==> src/rtl/amp_i2c_slave.sv <==
// amp_i2c_slave: I2C target for the amp register bus.
// Oversamples SCL/SDA on clk_in, decodes START/STOP, accepts register
// pointer + block writes, serves sequential reads, and drives SDA as
// open-drain (sdao = 0 pulls low, 1 releases). The register file sits
// outside this block behind reg_addr / reg_wdata / reg_wr / reg_rdata.

module amp_i2c_slave #(
    parameter logic [6:0] I2C_ADDR    = 7'b0100000,
    parameter int         SYNC_STAGES = 2
) (
    input  logic       clk_in,
    input  logic       resetb,
    input  logic       scl,
    input  logic       sdai,
    output logic       sdao,
    output logic [7:0] reg_addr,
    output logic [7:0] reg_wdata,
    output logic       reg_wr,
    input  logic [7:0] reg_rdata,
    output logic       busy,
    output logic       start_det,
    output logic       stop_det
);

    typedef enum logic [3:0] {
        IDLE,
        ADDR,
        ADDR_ACK,
        PTR,
        PTR_ACK,
        WDATA,
        WDATA_ACK,
        RDATA,
        RDATA_ACK,
        IGNORE
    } state_t;

    state_t state;

    logic [SYNC_STAGES-1:0] scl_sync;
    logic [SYNC_STAGES-1:0] sda_sync;
    logic                   scl_hist;
    logic                   sda_hist;

    logic [3:0] bit_cnt;
    logic [7:0] shift_reg;
    logic       rw;
    logic       ack_seen;

    logic scl_s;
    logic sda_s;
    logic scl_rise;
    logic scl_fall;
    logic start_cond;
    logic stop_cond;

    // Synchronise the raw pins and keep one history sample for edge detection.
    // Flops reset to the idle-bus level (high) so reset never fakes a START.
    always_ff @(posedge clk_in or negedge resetb) begin
        if (!resetb) begin
            scl_sync <= '1;
            sda_sync <= '1;
            scl_hist <= 1'b1;
            sda_hist <= 1'b1;
        end else begin
            scl_sync <= {scl_sync[SYNC_STAGES-2:0], scl};
            sda_sync <= {sda_sync[SYNC_STAGES-2:0], sdai};
            scl_hist <= scl_sync[SYNC_STAGES-1];
            sda_hist <= sda_sync[SYNC_STAGES-1];
        end
    end

    assign scl_s = scl_sync[SYNC_STAGES-1];
    assign sda_s = sda_sync[SYNC_STAGES-1];

    // Bus events, all derived from the synchronised signals.
    always_comb begin
        scl_rise   = scl_s & ~scl_hist;
        scl_fall   = ~scl_s & scl_hist;
        start_cond = scl_s & scl_hist & sda_hist & ~sda_s;
        stop_cond  = scl_s & scl_hist & ~sda_hist & sda_s;
    end

    // Protocol FSM: bus conditions first, then per-state bit handling.
    always_ff @(posedge clk_in or negedge resetb) begin
        if (!resetb) begin
            state     <= IDLE;
            sdao      <= 1'b1;
            reg_addr  <= 8'h00;
            reg_wdata <= 8'h00;
            reg_wr    <= 1'b0;
            busy      <= 1'b0;
            start_det <= 1'b0;
            stop_det  <= 1'b0;
            bit_cnt   <= 4'd0;
            shift_reg <= 8'h00;
            rw        <= 1'b0;
            ack_seen  <= 1'b0;
        end else begin
            start_det <= start_cond;
            stop_det  <= stop_cond;
            reg_wr    <= 1'b0;

            // The pointer advances the cycle after a completed write strobe.
            if (reg_wr) begin
                reg_addr <= reg_addr + 8'd1;
            end

            if (stop_cond) begin
                state    <= IDLE;
                sdao     <= 1'b1;
                bit_cnt  <= 4'd0;
                busy     <= 1'b0;
                ack_seen <= 1'b0;
            end else if (start_cond) begin
                state    <= ADDR;
                sdao     <= 1'b1;
                bit_cnt  <= 4'd0;
                ack_seen <= 1'b0;
            end else begin
                case (state)
                    IDLE: begin
                        sdao <= 1'b1;
                    end

                    ADDR: begin
                        if (scl_rise && bit_cnt != 4'd8) begin
                            shift_reg <= {shift_reg[6:0], sda_s};
                            bit_cnt   <= bit_cnt + 4'd1;
                        end else if (scl_fall && bit_cnt == 4'd8) begin
                            if (shift_reg[7:1] == I2C_ADDR) begin
                                sdao  <= 1'b0;
                                busy  <= 1'b1;
                                rw    <= shift_reg[0];
                                state <= ADDR_ACK;
                            end else begin
                                sdao  <= 1'b1;
                                busy  <= 1'b0;
                                state <= IGNORE;
                            end
                        end
                    end

                    ADDR_ACK: begin
                        if (scl_fall) begin
                            bit_cnt <= 4'd0;
                            if (rw) begin
                                shift_reg <= reg_rdata;
                                sdao      <= reg_rdata[7];
                                state     <= RDATA;
                            end else begin
                                sdao  <= 1'b1;
                                state <= PTR;
                            end
                        end
                    end

                    PTR: begin
                        if (scl_rise && bit_cnt != 4'd8) begin
                            shift_reg <= {shift_reg[6:0], sda_s};
                            bit_cnt   <= bit_cnt + 4'd1;
                        end else if (scl_fall && bit_cnt == 4'd8) begin
                            reg_addr <= shift_reg;
                            sdao     <= 1'b0;
                            state    <= PTR_ACK;
                        end
                    end

                    PTR_ACK: begin
                        if (scl_fall) begin
                            sdao    <= 1'b1;
                            bit_cnt <= 4'd0;
                            state   <= WDATA;
                        end
                    end

                    WDATA: begin
                        if (scl_rise && bit_cnt != 4'd8) begin
                            shift_reg <= {shift_reg[6:0], sda_s};
                            bit_cnt   <= bit_cnt + 4'd1;
                            if (bit_cnt == 4'd7) begin
                                reg_wdata <= {shift_reg[6:0], sda_s};
                                reg_wr    <= 1'b1;
                            end
                        end else if (scl_fall && bit_cnt == 4'd8) begin
                            sdao  <= 1'b0;
                            state <= WDATA_ACK;
                        end
                    end

                    WDATA_ACK: begin
                        if (scl_fall) begin
                            sdao    <= 1'b1;
                            bit_cnt <= 4'd0;
                            state   <= WDATA;
                        end
                    end

                    RDATA: begin
                        if (scl_fall) begin
                            if (bit_cnt == 4'd7) begin
                                sdao    <= 1'b1;
                                bit_cnt <= 4'd0;
                                state   <= RDATA_ACK;
                            end else begin
                                shift_reg <= {shift_reg[6:0], 1'b0};
                                sdao      <= shift_reg[6];
                                bit_cnt   <= bit_cnt + 4'd1;
                            end
                        end
                    end

                    RDATA_ACK: begin
                        if (scl_rise && !ack_seen) begin
                            reg_addr <= reg_addr + 8'd1;
                            if (sda_s) begin
                                state <= IGNORE;
                            end else begin
                                ack_seen <= 1'b1;
                            end
                        end else if (scl_fall && ack_seen) begin
                            ack_seen  <= 1'b0;
                            shift_reg <= reg_rdata;
                            sdao      <= reg_rdata[7];
                            bit_cnt   <= 4'd0;
                            state     <= RDATA;
                        end
                    end

                    IGNORE: begin
                        sdao <= 1'b1;
                    end

                    default: begin
                        sdao  <= 1'b1;
                        state <= IDLE;
                    end
                endcase
            end
        end
    end

endmodule

==> config.mk <==
export PLATFORM = sky130hd
export DESIGN_NAME = amp_i2c_slave
export DESIGN_NICKNAME = d
export VERILOG_FILES = /design/src/rtl/amp_i2c_slave.sv
export SDC_FILE = /design/constraint.sdc
export NUM_CORES = 1
export LEC_CHECK = 0
export CORE_ASPECT_RATIO = 0.8
export CORE_UTILIZATION = 40
export DETAILED_ROUTE_END_ITERATION = 8
export DONT_BUFFER_PORTS = 1
export GPL_TIMING_DRIVEN = 0
export PLACE_DENSITY = 0.53
export SLEW_MARGIN = 30
export SYNTH_ARGS = -nofsm -noshare
export SYNTH_HDL_FRONTEND = slang
export SYNTH_SLANG_ARGS = --single-unit
==> constraint.sdc <==
create_clock -name clk_in -period 3.7 [get_ports clk_in]
set_input_delay 0 -clock clk_in [delete_from_list [all_inputs] [get_ports clk_in]]
set_output_delay 0 -clock clk_in [all_outputs]
set_load 0.05 [all_outputs]
==> flow_summary.toml, run 1 <==
[clock_network]
clk_path_buf_depth = 2
cts_buffers = 5
post_cts_buffers = 0
clock_sinks = 45
clk_root_buffer_cell = "clkbuf_8"
cts_tree = "done"
clk_pin_slew_ns = 0.09
htree_num_levels = 2
ctsResizeCount = 0
clk_latency_ns = 0.31
ctsHoldBuffers = 12

[finish]
num-nets-final = 294
area_growth_pct = 13.54
diodes = 0
design_area_sq_um = 3012
drive_gt1_share_pct = 19.29

[floorplan]
die_w_um = 93.05
die_y_um = 74.84
fp.dieArea_sq_um = 6963
start_util_pct = 41.39
design.core.area_sq_um = 6409
row_count = 26
num_io_pins = 33

[sta]
rsz0062_at_grt = "no"
fin_crit_sh_pct = 65.37
setup_violations = 0
finalMaxSlewViolations = 0
clock-skew-final_ns = 0.008826
fin_crit_ns = 2.419
slew_headroom_pct = 41.71
hold_viol_final = 0
hold_slack_ns = 0.01982
fin_setup_tns_ns = 0
fmax_mhz = 413.5
worst_pin_slew_ns = 0.8726

[place]
placed_cell_area_sq_um = 2758
place_hpwl_mm = 4.759
place_congestion = 0.8398
io_buffer_count = 0

[synthesis]
syn_nets = 275
ys_seq_area_share_pct = 42.78
synth_area_sq_um = 2653
synth_edf_count = 0
synth_area_leaders = "dfrtp_1 36%, dfstp_2 6.9%, mux2_2 5.9%"
synthMuxAreaShare_pct = 11.89
netlist.area_leader.share_pct = 35.85
synth_top_area_cell = "dfrtp_1"
synth-seq-cells = 45
synthCells = 260
synth_adder_area_share_pct = 1.415
synth_area_per_cell_sq_um = 10.20
synthFlopType = "dfrtp_1"
ys_warn_count = 0
synthSimpleGateAreaFrac_pct = 20.71
synth_top_family_by_area = "simple AND/OR/NAND/NOR gates"
synth-compound-area-share_pct = 17.12
synth_xor_area_share_pct = 2.642
synth.distinct_cells = 62
async_flop_share_pct = 100.0

[grt]
antenna_found_initial = 0
grt_pass1_wl_mm = 10.82
grt_pass1_vias = 1988
overflow = 0
grt_max_degree = 46
track_usage_pct = 20.77

[routing]
via_count = 2117
via_per_inst = 5.816
drt-total-wl_mm = 6.827
ant_nets = 0
drt-initial-drc-count = 222
first_pass_iters = 4
drc_errors = 0
wl_per_cell_um = 18.76

[min_path]
worstHoldStart = "reg_rdata[7]"
hold_class = "input port to flip-flop"

[worst_setup_path]
cp_data_arrival_time_ns = 2.61
critPathCaptureType = "flip-flop"
path_class = "flip-flop to flip-flop"
crit_required_ns = 3.90
crit_fanout = 10
startpoint = "scl_hist"
rr_startpoint = "scl_hist"
startpoint_type = "flip-flop"

[status]
status = "finished clean"

[power]
irDropWorstVdd_mv = 0.2545
p_per_area_nw_per_um2 = 717.1
leakage_nw = 1.308

[run]
max-cap-violations = 0
## cells in the final DEF (no fill, tap or decap), drive strengths merged, types with 4 or more instances in the layout
cell type    instances
a21oi               12
a22oi                7
and3                 5
buf                  6
clkbuf              14
dfrtp               38
dfstp                7
dlygate4sd3         11
inv                  9
mux2                23
nand2               23
nand2b               4
nand3               10
nor2                12
nor3                 4
nor3b                5
o211ai               4
o21ai               18
xor2                 7
## metrics by stage
step           power, mW  util, %  cells  setup WS (ns)
2_1_floorplan      1.508        -    260          1.660
3_3_place_gp       1.738    43.03    344          1.267
3_5_place_dp       1.740    43.03    344          1.289
4_1_cts            2.164    46.99    364          1.281
5_1_grt            2.294    46.99    364          1.118
6_report           2.160    46.99    364          1.281
## layout make-up
cell class                      instances  area [sq um]
Sequential cell                        45          1135
Multi-Input combinational cell        194          1426
Clock buffer                            5         68.82
Tap cell                               84         105.1
Inverter                                7         26.28
Buffer                                 14         65.06
Fill cell                             599          3397
Clock inverter                          3         47.55
Timing Repair Buffer                   12         137.6
## cell families (layout without fill, tap and decap cells)
logic type | after synthesis | count (layout)
fa+ha+maj | 3 | 3
compound gates | 65 | 65
flops | 45 | 45
xor+xnor | 8 | 8
buf+inv | 21 | 41
simple gates | 92 | 92
mux | 26 | 26
## routing by layer
layer  routed length, um  share of wire (%)  global-route usage, %  vias up
li1                    -                  -                      -     1001
met1                3443                 50                  32.13     1024
met2                2747                 40                  28.35       84
met3                 537                7.9                  5.152        8
met4                  99                1.5                  5.812        0
met5                   0                  0                      0        -
## synth_stat cells (all sizes together) (2+ instances only)
cell type,n
nor2b,3
dfrtp,38
nand3b,3
nand2,23
clkbuf,9
and3,5
nand2b,4
mux2i,3
nand4b,3
nor2,12
buf,5
a21oi,12
o2bb2ai,3
nand3,10
o311ai,3
a311oi,2
dfstp,7
or3b,2
o211ai,4
or2,3
nor4,3
a31oi,2
nor3b,5
or4b,2
mux2,23
and2,2
xor2,7
nor3,4
a21o,2
ha,3
and4b,2
o21ai,18
inv,7
a22oi,7
## report_power, final
group	switching [mW]	internal [mW]	leakage, nW
clock	0.190	0.206	0.0591
combinational	0.519	0.446	0.673
sequential	0.193	0.605	0.575
total	0.902	1.26	1.31
## final timing paths
check,to,slack (ns),cells after the start
max,shift_reg[7],1.28,6
min,sdao,0.02,3
max reg2reg,shift_reg[7],1.28,6
min reg2reg,sda_sync[1],0.36,0
max in group asynchronous,scl_sync[1],3.22,2
min in group asynchronous,reg_wdata[6],0.21,2
## critical path: stages, from the launching register on
cell and delay, ns:
dfstp_2 0.53, buf_2 0.18, nor2b_1 0.37, and2_1 0.23, a2bb2oi_2 0.39, nand3_4 0.26
mux2_4 0.36
Power figures use the tool's default switching activity.
==> inputs of run 2 (changes only) <==
clock period = 2.48 ns   (was 3.7 ns; I/O delays follow)
==> run 2 against run 1 <==
Cell area increased by 0.46%. Register-to-register slack got worse by 1.1 ns. Cell count unchanged. Critical path type unchanged. Largest cell class unchanged.
==> flow_summary.toml, run 2 (synthesized netlist as in run 1, its figures left out) <==
[status]
status = "finished clean"

[sta]
fmax_mhz = 426.5
rsz0062_at_grt = "no"
worst_pin_slew_ns = 0.7706
hold_viol_final = 0
finalMaxSlewViolations = 0
fin_ws_ns = 0.1351
fin_crit_ns = 2.345
slew_headroom_pct = 47.81
fin_crit_sh_pct = 94.55
setup_violations = 0
clock-skew-final_ns = 0.009471
fin_setup_tns_ns = 0

[worst_setup_path]
cp.depth = 6
endpoint = "state[0]"
crit_required_ns = 2.67
rr_worst_depth = 6
critPathTopFamily = "simple AND/OR/NAND/NOR gates"
startpoint_type = "flip-flop"
reg2reg_setup_slack_ns = 0.14
startpoint = "scl_sync[1]"
rr_startpoint = "scl_sync[1]"
path_class = "flip-flop to flip-flop"
slowest_delay_ns = 0.57
r2r_end = "state[0]"
crit_fanout = 6
cp_cell_sequence = "or3b_2 -> clkbuf_1 -> o211ai_1 -> o311ai_1 -> nand2_1 -> mux2_1"
cp_data_arrival_time_ns = 2.54
critPathBufInv = 1
critPathCaptureType = "flip-flop"
crit_path_top_delay_cell = "dfstp_2"

[floorplan]
die_w_um = 93.05
num_io_pins = 33
die_y_um = 74.84
start_util_pct = 41.39
row_count = 26
design.core.area_sq_um = 6409
fp.dieArea_sq_um = 6963

[min_path]
hold_class = "input port to flip-flop"
whs_path_depth = 3

[routing]
via_count = 2123
first_pass_iters = 4
ant_nets = 0
drt-total-wl_mm = 6.831
drc_errors = 0
via_per_inst = 5.832
drt-initial-drc-count = 170
wl_per_cell_um = 18.77

[clock_network]
clk_path_buf_depth = 2
htree_num_levels = 2
clock_sinks = 45
cts_buffers = 5
clk_pin_slew_ns = 0.09
clk_latency_ns = 0.31
post_cts_buffers = 0
cts_tree = "done"
clk_root_buffer_cell = "clkbuf_8"

[grt]
grt_pass1_wl_mm = 10.82
track_usage_pct = 20.77
overflow = 0
grt_pass1_vias = 1988
antenna_found_initial = 0
grt_max_degree = 46

[place]
pre_cts_ws_ns = 0.06875
place_congestion = 0.8398
place_hpwl_mm = 4.759
io_buffer_count = 0

[finish]
diodes = 0
area_growth_pct = 14.06
final_common_cell = "dfrtp_1"
most-common-layout-cells = "38 x dfrtp_1, 23 x nand2_1, 15 x o21ai_0, 14 x mux2_2, 12 x a21oi_1"
num-nets-final = 294
final_util_pct = 47.21
fill_cells = 598
drive_gt1_share_pct = 20.00

[power]
p_per_area_nw_per_um2 = 1069
leakage_nw = 1.311
irDropWorstVdd_mv = 0.3803

[run]
max-cap-violations = 0
## run 2: cell counts in the layout (fill, tap and decap cells not counted)
No cell type changed its count.
## run 2: per-layer routing
metal | up-vias | track usage, % | wire length [um]
li1 | 1006 | - | -
met1 | 1026 | 32.13 | 3346
met2 | 84 | 28.35 | 2806
met3 | 7 | 5.152 | 586
met4 | 0 | 5.812 | 92
met5 | - | 0 | 0
## run 2: report_power, final
group / internal (mW) / switching [mW]
Clock: 0.308 / 0.284
Sequential: 0.903 / 0.291
Combinational: 0.671 / 0.776
## run 2: worst reg2reg max path: stages (launching register included)
cell,delay (ns)
dfstp_2,0.57
or3b_2,0.44
clkbuf_1,0.20
o211ai_1,0.26
o311ai_1,0.28
nand2_1,0.15
mux2_1,0.32
## run 2: how the worst min path moves through the flow
stage | from | endpoint
global placement | resetb | reg_addr[4]
finish | reg_rdata[7] | sdao
CTS | reg_rdata[7] | sdao
global route | reg_rdata[7] | sdao
floorplan | resetb | ack_seen
detailed placement | resetb | reg_addr[4]
## run 2: final cells by class
cell class / count / area [sq um] / share of cell area, %
clock buffer: 5 / 68.82 / 2.275
multi-input combinational: 194 / 1440 / 47.60
timing repair buffer: 12 / 137.6 / 4.549
tap: 84 / 105.1 / 3.474
inverter: 7 / 26.28 / 0.8685
buffer: 14 / 65.06 / 2.151
sequential: 45 / 1135 / 37.51
clock inverter: 3 / 47.55 / 1.572
## run 2: per-stage QoR
stage | instance area (sq um) | instances | hold slack, ns | total power [mW]
floorplan | 2653 | 260 | -0.2956 | 2.250
global placement | 2758 | 344 | -0.2948 | 2.593
detailed placement | 2758 | 344 | -0.2945 | 2.596
CTS | 3012 | 364 | 0.007657 | 3.229
global route | 3025 | 364 | 0.008200 | 3.437
finish | 3025 | 364 | 0.01949 | 3.233
## run 2: repair_timing
| item | CTS | global route |
|---|---|---|
| resized for setup | 0 | 3 |
| endpoints found under the hold margin | 55 | 0 |
| setup endpoints to repair | 0 | 8 |
| hold buffers | 12 | 0 |
